### src/rtl/alarm_ring_ctrl.sv
// alarm_ring_ctrl: decides when the clock sounds (alarm, snooze re-ring, hourly
// chime) and drives the song player's play-enable and song-select.
//
// state  | meaning
// -------+----------------------------------------------------------
// IDLE   | silent, watching for alarm / chime hits on each tick
// RING   | alarm sounding, auto-stops after RING_SECONDS ticks
// SNOOZE | silent, re-rings after SNOOZE_MINUTES*60 ticks
// CHIME  | hourly chime sounding for CHIME_SECONDS ticks

// Button conditioner: two-flop synchronizer, stable-time debounce, rising-edge pulse.
module alarm_btn_debounce #(
  parameter int DB_CYC = 4
) (
  input  logic sys_CLK,
  input  logic rst_n,
  input  logic btn_raw,
  output logic press
);

  localparam int DB_W = $clog2(DB_CYC) + 1;

  logic            sync_a;
  logic            sync_b;
  logic            level;
  logic [DB_W-1:0] cnt;

  // Bring the raw button into the sys_CLK domain.
  always_ff @(posedge sys_CLK or negedge rst_n) begin
    if (!rst_n) begin
      sync_a <= 1'b0;
      sync_b <= 1'b0;
    end else begin
      sync_a <= btn_raw;
      sync_b <= sync_a;
    end
  end

  // Accept a new level only after DB_CYC consecutive cycles; pulse on the 0->1 change.
  always_ff @(posedge sys_CLK or negedge rst_n) begin
    if (!rst_n) begin
      level <= 1'b0;
      cnt   <= '0;
      press <= 1'b0;
    end else begin
      press <= 1'b0;
      if (sync_b == level) begin
        cnt <= '0;
      end else if (cnt == DB_W'(DB_CYC - 1)) begin
        level <= sync_b;
        cnt   <= '0;
        press <= sync_b;
      end else begin
        cnt <= cnt + 1'b1;
      end
    end
  end

endmodule

module alarm_ring_ctrl #(
  parameter int         CLK_HZ         = 100_000_000,
  parameter int         DEBOUNCE_MS    = 20,
  parameter int         RING_SECONDS   = 60,
  parameter int         SNOOZE_MINUTES = 5,
  parameter int         CHIME_SECONDS  = 4,
  parameter logic [1:0] CHIME_SONG     = 2'd1
) (
  input  logic       sys_CLK,
  input  logic       rst_n,
  input  logic       tick_1hz,
  input  logic [4:0] cur_hour,
  input  logic [5:0] cur_min,
  input  logic [5:0] cur_sec,
  input  logic [4:0] alarm_hour,
  input  logic [5:0] alarm_min,
  input  logic       alarm_en,
  input  logic       chime_en,
  input  logic [1:0] alarm_song,
  input  logic       btn_stop,
  input  logic       btn_snooze,
  output logic       play,
  output logic [1:0] song_id,
  output logic       ringing,
  output logic       snoozing
);

  localparam int DB_CYC    = CLK_HZ / 1000 * DEBOUNCE_MS;
  localparam int SNZ_TICKS = SNOOZE_MINUTES * 60;
  localparam int RING_W    = $clog2(RING_SECONDS) + 1;
  localparam int SNZ_W     = $clog2(SNZ_TICKS) + 1;
  localparam int CHM_W     = $clog2(CHIME_SECONDS) + 1;

  typedef enum logic [1:0] {
    S_IDLE   = 2'd0,
    S_RING   = 2'd1,
    S_SNOOZE = 2'd2,
    S_CHIME  = 2'd3
  } state_t;

  state_t            state;
  logic [RING_W-1:0] ring_cnt;
  logic [SNZ_W-1:0]  snz_cnt;
  logic [CHM_W-1:0]  chm_cnt;
  logic              press_stop;
  logic              press_snooze;
  logic              alarm_hit;
  logic              chime_hit;

  alarm_btn_debounce #(.DB_CYC(DB_CYC)) u_db_stop (
    .sys_CLK (sys_CLK),
    .rst_n   (rst_n),
    .btn_raw (btn_stop),
    .press   (press_stop)
  );

  alarm_btn_debounce #(.DB_CYC(DB_CYC)) u_db_snooze (
    .sys_CLK (sys_CLK),
    .rst_n   (rst_n),
    .btn_raw (btn_snooze),
    .press   (press_snooze)
  );

  // Time-of-day events, only meaningful in the tick cycle.
  always_comb begin
    alarm_hit = tick_1hz & alarm_en & (cur_sec == 6'd0) &
                (cur_hour == alarm_hour) & (cur_min == alarm_min);
    chime_hit = tick_1hz & chime_en & (cur_sec == 6'd0) & (cur_min == 6'd0);
  end

  // Sequencer; outputs are registered alongside the state they decode.
  // Timers are down-counters loaded on entry and ending at a count of one,
  // so the terminal tick is the RING_SECONDS-th / SNZ_TICKS-th / CHIME_SECONDS-th.
  // A press outranks a tick arriving in the same cycle.
  always_ff @(posedge sys_CLK or negedge rst_n) begin
    if (!rst_n) begin
      state    <= S_IDLE;
      ring_cnt <= '0;
      snz_cnt  <= '0;
      chm_cnt  <= '0;
      play     <= 1'b0;
      song_id  <= 2'd0;
      ringing  <= 1'b0;
      snoozing <= 1'b0;
    end else begin
      case (state)
        S_IDLE: begin
          if (alarm_hit) begin
            state    <= S_RING;
            ring_cnt <= RING_W'(RING_SECONDS);
            song_id  <= alarm_song;
            play     <= 1'b1;
            ringing  <= 1'b1;
            snoozing <= 1'b0;
          end else if (chime_hit) begin
            state    <= S_CHIME;
            chm_cnt  <= CHM_W'(CHIME_SECONDS);
            song_id  <= CHIME_SONG;
            play     <= 1'b1;
            ringing  <= 1'b0;
            snoozing <= 1'b0;
          end
        end

        S_RING: begin
          if (press_stop) begin
            state    <= S_IDLE;
            play     <= 1'b0;
            ringing  <= 1'b0;
            snoozing <= 1'b0;
          end else if (press_snooze) begin
            state    <= S_SNOOZE;
            snz_cnt  <= SNZ_W'(SNZ_TICKS);
            play     <= 1'b0;
            ringing  <= 1'b0;
            snoozing <= 1'b1;
          end else if (tick_1hz) begin
            if (ring_cnt == RING_W'(1)) begin
              state    <= S_IDLE;
              play     <= 1'b0;
              ringing  <= 1'b0;
              snoozing <= 1'b0;
            end else begin
              ring_cnt <= ring_cnt - 1'b1;
            end
          end
        end

        S_SNOOZE: begin
          if (press_stop || !alarm_en) begin
            state    <= S_IDLE;
            play     <= 1'b0;
            ringing  <= 1'b0;
            snoozing <= 1'b0;
          end else if (tick_1hz) begin
            if (snz_cnt == SNZ_W'(1)) begin
              state    <= S_RING;
              ring_cnt <= RING_W'(RING_SECONDS);
              song_id  <= alarm_song;
              play     <= 1'b1;
              ringing  <= 1'b1;
              snoozing <= 1'b0;
            end else begin
              snz_cnt <= snz_cnt - 1'b1;
            end
          end
        end

        S_CHIME: begin
          if (press_stop || press_snooze) begin
            state    <= S_IDLE;
            play     <= 1'b0;
            ringing  <= 1'b0;
            snoozing <= 1'b0;
          end else if (alarm_hit) begin
            state    <= S_RING;
            ring_cnt <= RING_W'(RING_SECONDS);
            song_id  <= alarm_song;
            play     <= 1'b1;
            ringing  <= 1'b1;
            snoozing <= 1'b0;
          end else if (tick_1hz) begin
            if (chm_cnt == CHM_W'(1)) begin
              state    <= S_IDLE;
              play     <= 1'b0;
              ringing  <= 1'b0;
              snoozing <= 1'b0;
            end else begin
              chm_cnt <= chm_cnt - 1'b1;
            end
          end
        end

        default: begin
          state    <= S_IDLE;
          play     <= 1'b0;
          ringing  <= 1'b0;
          snoozing <= 1'b0;
        end
      endcase
    end
  end

endmodule

### config.mk
export PLATFORM = sky130hd
export DESIGN_NAME = alarm_ring_ctrl
export DESIGN_NICKNAME = d
export VERILOG_FILES = /design/src/rtl/alarm_ring_ctrl.sv
export SDC_FILE = /design/constraint.sdc
export NUM_CORES = 1
export LEC_CHECK = 0
export ABC_AREA = 0
export CORE_UTILIZATION = 26
export CTS_CLUSTER_SIZE = 16
export DETAILED_ROUTE_END_ITERATION = 8
export PLACE_DENSITY_LB_ADDON = 0.15
export SLEW_MARGIN = 10
export SYNTH_ARGS = -nofsm -noshare
export SYNTH_HDL_FRONTEND = slang
export SYNTH_SLANG_ARGS = --single-unit
### constraint.sdc
create_clock -name sys_CLK -period 2.2 [get_ports sys_CLK]
set_clock_uncertainty 0.1 [all_clocks]
set_input_delay 0.44 -clock sys_CLK [delete_from_list [all_inputs] [get_ports sys_CLK]]
set_output_delay 0.44 -clock sys_CLK [all_outputs]
set_load 0.02 [all_outputs]
==> flow_summary.json <==
{
  "reg2reg_depth": 5,
  "insertion_delay_ns": 0.34,
  "drtPass1Iterations": 4,
  "hp-class": "reg -> reg",
  "hold_depth": 0,
  "core_area_um2": 15300,
  "routedWlPerCell_um": 12.5,
  "synth_edf_count": 0,
  "routed-via-count": 3178,
  "seqPwrFrac_pct": 38.0,
  "setup_tns_ns": -0.0201,
  "cts.path.max_buffers": 2,
  "drt_iter0_markers": 126,
  "hold_end": "u_db_snooze.sync_b$_DFF_PN0_",
  "violations": "negative setup slack",
  "cp_slowest_stage_delay_ns": 0.57,
  "yosysMostFrequentCell": "dfrtp_1",
  "grt_pass1_wl_um": 15300,
  "fmax_ghz": 0.452,
  "r2r-start": "snz_cnt[5]$_DFFE_PN0P_",
  "start_kind": "flip-flop",
  "synth_area_um2": 4080,
  "finalWirelength_um": 8920,
  "htree_levels": 3,
  "synthCells": 417,
  "r2r_slack_ns": -0.01,
  "drc": 0,
  "port_buffers": 41,
  "slew_viol_final": 0,
  "antenna_found_initial": 0,
  "min_period_ns": 2.21,
  "path_clk_slew_ns": 0.06,
  "yosys-top-cells-count": "78 x dfrtp_1, 69 x nor2_1, 36 x xor2_1",
  "fin_ws_ns": -0.0148,
  "switching_share_pct": 31.8,
  "fill_cells": 1556,
  "route.met3.wl_um": 437,
  "yosys_warnings": 0,
  "rsz0062_at_grt": "true",
  "clkPwrFrac_pct": 28.5,
  "synth_area_leaders": "dfrtp_1 48%, xor2_1 7.7%, nor2_1 6.3%, xnor2_1 4.9%, nand4_1 2.9%",
  "slowest_stage": "or4_4",
  "synth_top_area_share_pct": 47.8,
  "slew_headroom_pct": 72.8,
  "viasPerCell": 4.44,
  "pwr-share-comb_pct": 33.6,
  "place_area_um2": 4960,
  "cts_buffers": 9,
  "met1_length_um": 4400,
  "grt_use_total_pct": 11.9,
  "start_util_pct": 26.7,
  "place.detailed.hpwl_um": 6170,
  "diodes": 0,
  "yosys.cell_types.count": 56,
  "nets": 546,
  "arrival_ns": 2.33,
  "met2WireLength_um": 3960,
  "outcome": "complete, but fails checks",
  "critPathKind": "reg -> reg",
  "core.rowCount": 45,
  "hold_violations": 0,
  "grt_pass1_vias": 3187,
  "synth.avg_cell_area_um2": 9.79,
  "setup_violations": 2,
  "p_sw_mw": 1.50,
  "fin_area_um2": 5400,
  "critPathMaxFanout": 3,
  "yosysSeqAreaShare_pct": 47.8,
  "gp_congestion": 0.737,
  "grt_overflow": 0,
  "io_pins": 42,
  "seq_area_um2": 1950,
  "layout-drive-gt1-share_pct": 16.3,
  "timing.final.crit_share_pct": 101,
  "r2r_end": "song_id[0]$_DFFE_PN0P_",
  "cts_root_buffer": "clkbuf_16",
  "p_int_mw": 3.21,
  "fp.dieH_um": 127,
  "area_growth_pct": 32.2,
  "ys_seq_elements": 78,
  "ir_drop_uv": 399,
  "yosysTopAreaCell": "dfrtp_1",
  "grt_max_degree": 45,
  "tritoncts": "done",
  "maxCapViolCount": 0,
  "p_per_area_nw_per_um2": 874,
  "cp_cell_sequence": "or4_4 > nor3_4 > a21oi_2 > or3_4 > mux2_4",
  "power_mw": 4.72,
  "async_flop_share_pct": 100,
  "worst_setup_path_end_kind": "flip-flop",
  "min_from": "u_db_snooze.sync_a$_DFF_PN0_",
  "tightest_slew_ns": 0.408,
  "p_leak_nw": 2.44,
  "multiInputGateArea_um2": 2100,
  "die_area_um2": 16200,
  "dieWidth_um": 127,
  "cts_sinks": 78,
  "ant_nets": 0,
  "synth_fp_nets": 462,
  "top_signal_layer_used": "met4",
  "cp.required_ns": 2.32,
  "yosys_most_used_dff": "dfrtp_1"
}
[power by group through the flow]
stage | sequential, mW | clock [mW] | combinational, mW
4_1_cts | 1.78 | 1.41 | 1.53
6_report | 1.79 | 1.34 | 1.58
3_3_place_gp | 1.79 | 0 | 1.43
5_1_grt | 1.82 | 1.46 | 1.76
3_5_place_dp | 1.80 | 0 | 1.44
2_1_floorplan | 1.83 | 0 | 0.799
[cell usage in the layout, fill, tap and decap left out, types with 3 or more instances in the layout]
cell             instances
a21o_1                   5
a21oi_1                  7
and3_1                   6
and4_1                   4
buf_4                   39
clkbuf_1                 3
clkbuf_16                9
clkdlybuf4s50_1         15
dfrtp_1                 78
dlygate4sd2_1           13
dlymetal6s2s_1          12
ha_1                     7
inv_1                   14
mux2_2                   3
mux2i_1                  3
nand2_1                 29
nand2b_1                 5
nand3_1                 18
nand4_1                 19
nor2_1                  69
nor2b_1                  3
nor3_1                  11
nor3b_1                  3
nor4_1                   3
o21ai_0                 11
o21ai_2                  3
or3_1                    5
xnor2_1                 23
xor2_1                  36
[through the flow]
stage               setup WS, ns  hold WS, ns  util, %  cells
floorplan                 0.0432       0.0444        -    417
global placement          -0.517        0.158     32.5    690
detailed placement        -0.528        0.159     32.5    690
CTS                      -0.0496        0.250     34.7    711
global route             -0.0981        0.257     35.4    715
finish                   -0.0148        0.247     35.4    715
[area by class of cell]
type,count,share of cell area (%)
Clock buffer,13,4.64
Sequential cell,78,36.2
Inverter,15,1.04
Timing Repair Buffer,83,14.2
Multi-Input combinational cell,314,38.9
Tap cell,211,4.89
Clock inverter,1,0.139
[repair_timing]
item                                    4_1_cts  5_1_grt
endpoints found under the setup margin       14       18
gates cloned                                  0        0
hold buffers                                  1        0
buffers inserted                              6        4
pin swaps                                    20       22
resized for setup                            24       22
hold endpoints to repair                      4        0
[worst max path at each step]
stage / startpoint / end / slack [ns] / depth (start not counted)
after detailed placement: cur_min[0] / song_id[0]$_DFFE_PN0P_ / -0.53 / 7
after floorplan: alarm_hour[1] / song_id[0]$_DFFE_PN0P_ / 0.04 / 6
after global placement: cur_min[0] / song_id[0]$_DFFE_PN0P_ / -0.52 / 7
after global routing: alarm_min[1] / ring_cnt[2]$_DFFE_PN0P_ / -0.1 / 8
final: snz_cnt[5]$_DFFE_PN0P_ / song_id[0]$_DFFE_PN0P_ / -0.01 / 5
after CTS: ring_cnt[1]$_DFFE_PN0P_ / snoozing$_DFFE_PN0P_ / -0.05 / 9
[worst max-delay path: cells and delay by family (launching register included)]
| family | cells | cell delay, ns |
|---|---|---|
| flops | 1 | 0.38 |
| simple gates | 3 | 1.22 |
| compound gates | 1 | 0.09 |
| mux | 1 | 0.30 |
[registers in the layout, indices dropped and copies added, names as in the netlist, 2 cells and up]
name and count:
u_db_stop.cnt 22, u_db_snooze.cnt 22, state 2, chm_cnt 3, snz_cnt 10, ring_cnt 7
song_id 2
[layer usage]
metal	global-route usage, %	up-vias
met5	0	-
met4	4.20	0
met3	3.85	10
met2	18.9	59
met1	15.3	1515
li1	-	1594
[cells by family after synthesis]
family / after synthesis / share of synthesized area, %
XOR/XNOR: 59 / 12.7
AND/OR/NAND/NOR: 197 / 25.6
buffers and inverters: 25 / 2.64
multiplexers: 7 / 1.93
AO/OA/AOI/OAI: 43 / 6.90
adder cells (fa/ha/maj): 8 / 2.45
flip-flops: 78 / 47.8
Note: power is estimated with default switching activity, not from simulation.
